$ cat src/rtl/instr_encoder_loader.sv
// Packs lw/sw/R-type/beq fields into RV32I words and streams them into IMEM
// through a one-entry registered write port with backpressure.
module instr_encoder_loader #(
  parameter int ADDR_W = 32,
  parameter int CNT_W  = 8
) (
  input  logic              clk,
  input  logic              rst_n,
  input  logic              start,
  input  logic [ADDR_W-1:0] base_addr,
  input  logic [CNT_W-1:0]  num_instr,
  output logic              busy,
  output logic              done,
  input  logic              in_valid,
  output logic              in_ready,
  input  logic [1:0]        op_sel,
  input  logic [4:0]        rd,
  input  logic [4:0]        rs1,
  input  logic [4:0]        rs2,
  input  logic [2:0]        funct3,
  input  logic              funct7_5,
  input  logic [12:0]       imm,
  output logic              mem_we,
  output logic [ADDR_W-1:0] mem_addr,
  output logic [31:0]       mem_wdata,
  input  logic              mem_wready,
  output logic              err,
  output logic [7:0]        err_count
);

  localparam logic [6:0] OP_LW  = 7'b0000011;
  localparam logic [6:0] OP_SW  = 7'b0100011;
  localparam logic [6:0] OP_R   = 7'b0110011;
  localparam logic [6:0] OP_BEQ = 7'b1100011;

  typedef enum logic [1:0] {S_IDLE, S_LOAD, S_DONE} state_t;

  state_t              r_state;
  state_t              w_state_next;
  logic [CNT_W-1:0]    r_num;
  logic [CNT_W-1:0]    r_issued;
  logic [CNT_W-1:0]    r_written;
  logic                r_mem_we;
  logic [ADDR_W-1:0]   r_mem_addr;
  logic [31:0]         r_mem_wdata;
  logic                r_err;
  logic [7:0]          r_err_count;

  logic [31:0]         w_word;
  logic                w_legal;
  logic                w_xfer;
  logic                w_accept;
  logic                w_reject;
  logic                w_wr_done;
  logic                w_last_write;

  // NOTE: every signal assigned in always_comb gets a default first, so no
  // path through the case statement can leave it unassigned and infer a latch.
  always_comb begin
    w_word  = '0;
    w_legal = 1'b0;
    unique case (op_sel)
      2'd0: begin
        w_word  = {imm[11:0], rs1, funct3, rd, OP_LW};
        w_legal = (imm[12] == imm[11]);
      end
      2'd1: begin
        w_word  = {imm[11:5], rs2, rs1, funct3, imm[4:0], OP_SW};
        w_legal = (imm[12] == imm[11]);
      end
      2'd2: begin
        w_word  = {1'b0, funct7_5, 5'b00000, rs2, rs1, funct3, rd, OP_R};
        w_legal = 1'b1;
      end
      default: begin
        w_word  = {imm[12], imm[10:5], rs2, rs1, funct3, imm[4:1], imm[11], OP_BEQ};
        w_legal = ~imm[0];
      end
    endcase
  end

  // The output register is the only buffer: accept a new word only if the
  // slot is empty or is being drained this same cycle.
  assign in_ready     = (r_state == S_LOAD) && (r_issued < r_num) &&
                        (!r_mem_we || mem_wready);
  assign w_xfer       = in_valid & in_ready;
  assign w_accept     = w_xfer & w_legal;
  assign w_reject     = w_xfer & ~w_legal;
  assign w_wr_done    = r_mem_we & mem_wready;
  assign w_last_write = w_wr_done && ((r_written + 1'b1) == r_num);

  always_comb begin
    w_state_next = r_state;
    unique case (r_state)
      S_IDLE:  if (start) w_state_next = (num_instr == '0) ? S_DONE : S_LOAD;
      S_LOAD:  if (w_last_write) w_state_next = S_DONE;
      default: w_state_next = S_IDLE;
    endcase
  end

  // NOTE: state and datapath registers use non-blocking assignments so every
  // register samples pre-edge values regardless of block ordering.
  always_ff @(posedge clk or negedge rst_n) begin
    if (!rst_n) begin
      r_state <= S_IDLE;
    end else begin
      r_state <= w_state_next;
    end
  end

  // NOTE: every register here is a plain flop, so all of them take the async
  // reset; a pending word is discarded rather than completed.
  always_ff @(posedge clk or negedge rst_n) begin
    if (!rst_n) begin
      r_num       <= '0;
      r_issued    <= '0;
      r_written   <= '0;
      r_mem_we    <= 1'b0;
      r_mem_addr  <= '0;
      r_mem_wdata <= '0;
      r_err       <= 1'b0;
      r_err_count <= '0;
    end else begin
      r_err    <= w_reject;
      r_mem_we <= w_accept | (r_mem_we & ~mem_wready);
      if (r_state == S_IDLE && start) begin
        r_num       <= num_instr;
        r_issued    <= '0;
        r_written   <= '0;
        r_err_count <= '0;
        r_mem_addr  <= base_addr;
      end else begin
        if (w_wr_done) begin
          r_written  <= r_written + 1'b1;
          r_mem_addr <= r_mem_addr + ADDR_W'(4);
        end
        if (w_accept) begin
          r_issued    <= r_issued + 1'b1;
          r_mem_wdata <= w_word;
        end
        if (w_reject && r_err_count != 8'hFF) begin
          r_err_count <= r_err_count + 8'd1;
        end
      end
    end
  end

  assign busy      = (r_state == S_LOAD);
  assign done      = (r_state == S_DONE);
  assign mem_we    = r_mem_we;
  assign mem_addr  = r_mem_addr;
  assign mem_wdata = r_mem_wdata;
  assign err       = r_err;
  assign err_count = r_err_count;

endmodule

$ cat config.mk
export PLATFORM = sky130hd
export DESIGN_NAME = instr_encoder_loader
export DESIGN_NICKNAME = d
export VERILOG_FILES = /design/src/rtl/instr_encoder_loader.sv
export SDC_FILE = /design/constraint.sdc
export NUM_CORES = 1
export LEC_CHECK = 0
export BUFFER_PORTS_ARGS = -buffer_cell sky130_fd_sc_hd__buf_2
export CAP_MARGIN = 20
export CORE_AREA = 2 2 116 96
export CTS_BUF_LIST = sky130_fd_sc_hd__clkbuf_8
export CTS_CLUSTER_DIAMETER = 50
export DETAILED_ROUTE_END_ITERATION = 7
export DIE_AREA = 0 0 118 98
export PLACE_DENSITY = 0.78
export RECOVER_POWER = 25
export SLEW_MARGIN = 20
export SYNTH_ARGS = -nofsm -noshare
export SYNTH_HDL_FRONTEND = slang
export SYNTH_SLANG_ARGS = --single-unit
$ cat constraint.sdc
create_clock -name clk -period 2.8 [get_ports clk]
set_clock_uncertainty 0.15 [all_clocks]
set_input_delay 0.14 -clock clk [delete_from_list [all_inputs] [get_ports clk]]
set_output_delay 0.14 -clock clk [all_outputs]
set_load 0.05 [all_outputs]
-- After elaboration in Yosys (flattened, before gate mapping)
Cells that the tools add are included.
- register bits: 100
- input port bits: 79
- output and inout port bits: 77
- word-level logic and storage cells: 63
- add/subtract/negate cells: 4
- $lt $le $gt $ge: 1
- equal/unequal tests: 9
- multiplexer cells: 14
- bitwise gates (word level): 10
- reductions and logical operators: 16
- operators with widths (cell ; number):
    $pmux W32 S3 ; 1
    $mux W32 ; 2
    $mux W8 ; 6
    $add A32 B3 Y32 const B ; 1
    $add A8 B1 Y8 const B ; 3
    $eq A8 B8 Y1 ; 1
    $logic_not A8 Y1 ; 1
    $lt A8 B8 Y1 ; 1
    $ne A8 B8 Y1 const B ; 1
    $mux W2 ; 3
    $reduce_bool A2 Y1 ; 3
    $and A1 B1 Y1 ; 5
    $logic_and A1 B1 Y1 ; 5
    $eq A2 B1 Y1 const B ; 2
    $eq A2 B2 Y1 const B ; 2
    $logic_not A2 Y1 ; 2
    $not A1 Y1 ; 4
    $pmux W2 S2 ; 1
    $reduce_and A2 Y1 ; 2
    $ne A2 B1 Y1 const B ; 1
    $ne A2 B2 Y1 const B ; 1
    $pmux W1 S2 ; 1
    $reduce_or A2 Y1 ; 1
    $eq A1 B1 Y1 ; 1
    other kinds (3) ; 3

-- Longest topological paths before layout
- word-level depth: 8
- depth in mapped cells: 9
- depth with buffers taken out: 8

-- Worst setup path after synthesis
No wires, ideal clock.
- path kind: reg2reg
- from: register r_state[1]
- to: register r_issued[7]
- setup time: 0.123 ns
- arrival: 2.332 ns
- data required time: 2.527 ns
- path slack: 0.195 ns
- stages on the path, launching flop included: 6
- buffers on the path: 0
- clock period less this slack: 2.605 ns
- path through: dfrtp_1 > nor2b_1 > and3_1 > o211ai_4 > or4_4 > mux2i_1
- longest elaborated chain between the ends: 6
- elaborated cells between the ends (all ways): 9
- classes of those cells: 1 x eq/ne; 1 x mux; 2 x bitwise; 5 x reduce/logical
- RTL lines (what ; line ; text):
    from (decl) ; 38 ; state_t r_state;
    from (signal assigned) ; 107 ; r_state <= w_state_next;
    $eq A2 B1 Y1 ; - ;
    named net busy ; 12 ; output logic busy,
    $logic_and A1 B1 Y1 (2 in series) ; 84 ; assign in_ready = (r_state == S_LOAD) && (r_issued < r_num) &&
    $and A1 B1 Y1 ; 86 ; assign w_xfer = in_valid & in_ready;
    $and A1 B1 Y1 ; 87 ; assign w_accept = w_xfer & w_legal;
    $reduce_bool A2 Y1 (no source line) ; - ;
    to (signal assigned) ; 138 ; r_issued <= r_issued + 1'b1;
    to (decl) ; 41 ; logic [CNT_W-1:0] r_issued;
The timed path passes the listed nets, and every way through them passes these cells.
A chain may end at the register's enable or synchronous reset.

-- Worst setup path in the final report
- from: register r_num[5]
- to: output port in_ready
- longest elaborated chain between the ends: 3
- RTL lines (what ; line ; text):
    from (decl) ; 40 ; logic [CNT_W-1:0] r_num;
    from (signal assigned) ; 127 ; r_num <= num_instr;
    $lt A8 B8 Y1 ; 84 ;
    $logic_and A1 B1 Y1 (2 in series) ; 84 ;
    to (decl) ; 15 ; output logic in_ready,
No other way between the ends.

==> impl_metrics.yaml <==
logic_synthesis:
  ys_seq_elements: 97
  syn_avg_cell_area_sq_um: 9.53
  synth_top_flop_cell: "dfrtp_1"
  netlist-cell-type-count: 46
  syn_area_sq_mm: 0.00510
  synth_edf_count: 0
  synth_commonest_cells: "dfrtp_1, nand2_1, o21ai_0"
  synth_seq_area_share_pct: 47.6
  netlist_top_cells_area: "dfrtp_1, o21ai_0, nand2_1"
  async_flop_share_pct: 100
  yosysWarnings: 0
  synth_top_area_share_pct: 47.6
  syn_inst: 535
  synth_top_area_cell: "dfrtp_1"
  yosysMostFrequentCell: "dfrtp_1"
routing:
  vias_per_cell: 5.25
  wl_um: 14300
  postRouteAntennaNets: 0
  drt_iter0_drc: 250
  dr.pass1.iters: 4
  via_count: 4759
  post_drt_wl_per_cell_um: 15.8
  drc: 0
critical_path:
  worstReg2RegStart: "r_issued[5]"
  critPathArrivalTime_ns: 2.31
  reg2reg_to: "mem_wdata[13]"
  cp.required_ns: 2.51
  critical_path_class: "flip-flop to output pin"
  reg2reg_slack_ns: 0.21
  cp-startpoint: "r_num[5]"
  end_kind: "output pin"
  rr_worst_depth: 9
  cp-start-kind: "flip-flop"
  critPathCapture: "in_ready"
  path_max_fanout: 6
final_layout:
  drive_above_1_share_pct: 26.1
  final_cell_count_no_fill: 906
  nets: 847
  antennaDiodeCount: 0
  syn2layout_area_growth_pct: 37.2
  fill_cells: 815
  fin_area_sq_mm: 0.00699
power_and_ir_drop:
  ir_worst_vdd_v: 0.000720
  power_density_mw_per_mm2: 1090
  leakage_nw: 3.27
grt:
  overflow: 0
  antenna_found_initial: 0
  grt_pass1_wl_um: 23900
  grtUsageTotal_pct: 25.4
  grt_pass1_vias: 4905
  grt_max_degree: 59
timing:
  period_minus_slack_ns: 2.60
  setup_viol: 0
  period_share_pct: 92.9
  final_hold_viol_count: 0
  rsz0062_at_grt: "false"
  worstMarginPinSlew_ns: 1.01
  final-max-slew-violation-count: 0
  tns_ns: 0
  fmax_mhz: 384
  relSlewSlack_pct: 32.9
placed_design:
  place_congestion: 0.869
  dpl_cell_area_sq_mm: 0.00602
  dp_hpwl_um: 9210
  post-place-cells: 812
  port_buffers: 153
die:
  die_w_um: 118
  fp.dieH_um: 98
  pin_count: 156
  die_area_sq_mm: 0.0116
  rows: 34
  initial_core_util_pct: 48.5
  core_area_sq_mm: 0.0105
clock_tree:
  cts_max_level: 3
  cts_root_buf: "clkbuf_8"
  cts_made_buffers: 9
  cts.sinks: 97
  worstSkewPairLatency_ns: 0.36
  cts.path.max_buffers: 2
  path_clk_slew_ns: 0.09
  cts_tree: "done"
  cts_resized: 0
run_status:
  status: "complete, no violations"
min_path:
  hold_path.class: "input port to flip-flop"
job:
  cap_violations: 0
==> power by group <==
part	internal [W]	switching, W
sequential	0.00197	0.000572
combinational	0.00118	0.00288
clock	0.000506	0.000500
total	0.00366	0.00395
==> per-layer routing <==
| metal | routed length, um | global-route usage, % |
|---|---|---|
| met1 | 6010 | 30.9 |
| met2 | 7270 | 45.3 |
| met4 | 191 | 6.58 |
| met3 | 838 | 6.37 |
| met5 | 0 | 0 |
==> through the flow <==
stage                     total power [W]  util (%)  hold slack, ns  setup slack [ns]
after floorplan                   0.00545         -          -0.306             0.195
after global placement            0.00635      57.3         0.00165             0.450
after detailed placement          0.00648      57.3          0.0101             0.333
after CTS                         0.00759      66.6          0.0208             0.123
after global routing              0.00808      66.6          0.0453            0.0633
final                             0.00762      66.6          0.0436             0.198
==> critical path, stage by stage (launching register included) <==
cell	delay, ns
dfrtp_1	0.37
inv_1	0.08
ha_1	0.32
a211oi_1	0.23
nand2_1	0.12
a31oi_4	0.22
or2_2	0.21
and2_1	0.15
buf_2	0.27
==> state kept, by name, summed over array words and instances (netlist names) <==
| register | flops |
|---|---|
| mem_we | 1 |
| mem_wdata | 29 |
| r_written | 8 |
| err_count | 8 |
| r_num | 8 |
| mem_addr | 32 |
| err | 1 |
| r_issued | 8 |
| r_state | 2 |
==> cell usage in the layout, fill, tap and decap left out, drive strengths merged, types with 2 or more instances in the layout <==
cell type and count:
nand2 84, bufinv 2, a22o 2, ha 11
nor3 9, and4 7, and3 12, nand4 14
mux2 11, a21o 2, xnor2 20, dlygate4sd3 76
buf 162, o21ai 70, xor2 28, inv 16
o21a 3, a31oi 4, mux2i 21, o31ai 3
a31o 2, nor2b 3, or4 3, o211ai 3
nand2b 8, conb 2, nor4 4, clkbuf 11
nor2 23, nand3 23, and2 6, a21oi 10
dfrtp 97
==> kinds of logic (layout without fill, tap and decap cells) <==
logic type / after synthesis / count (layout) / share of synthesized area, %
mux: 32 / 32 / 6.55
xor+xnor: 48 / 48 / 8.25
other cells: 1 / 2 / 0.0735
fa+ha+maj: 11 / 11 / 2.70
buf+inv: 43 / 269 / 3.48
compound gates: 104 / 104 / 12.3
flops: 97 / 97 / 47.6
simple gates: 199 / 199 / 19.1
==> repair_timing <==
action,in CTS,in global routing
setup buffers,0,2
hold buffers,76,0
endpoints found under the hold margin,106,0
setup endpoints to repair,0,1
==> area by class of cell <==
cell class / count / area, sq um / share of cell area [%]
repair buffers: 240 / 1620 / 23.2
flip-flops and latches: 97 / 2430 / 34.7
clock buffers: 9 / 124 / 1.77
well taps: 144 / 180 / 2.58
inverters: 13 / 48.8 / 0.698
multi-input cells: 396 / 2500 / 35.7
clock inverters: 7 / 93.8 / 1.34
==> worst min-delay path by stage <==
stage,from,to,slack (ns),cells past startpoint
2_1_floorplan,rst_n,err,-0.31,0
5_1_grt,imm[11],mem_wdata[31],0.05,3
4_1_cts,mem_wready,r_written[1],0.02,4
6_report,mem_wready,r_written[1],0.04,4
3_5_place_dp,rst_n,mem_addr[6],0.01,1
3_3_place_gp,rst_n,mem_addr[4],0.002,1
(Power assumes the default switching activity.)
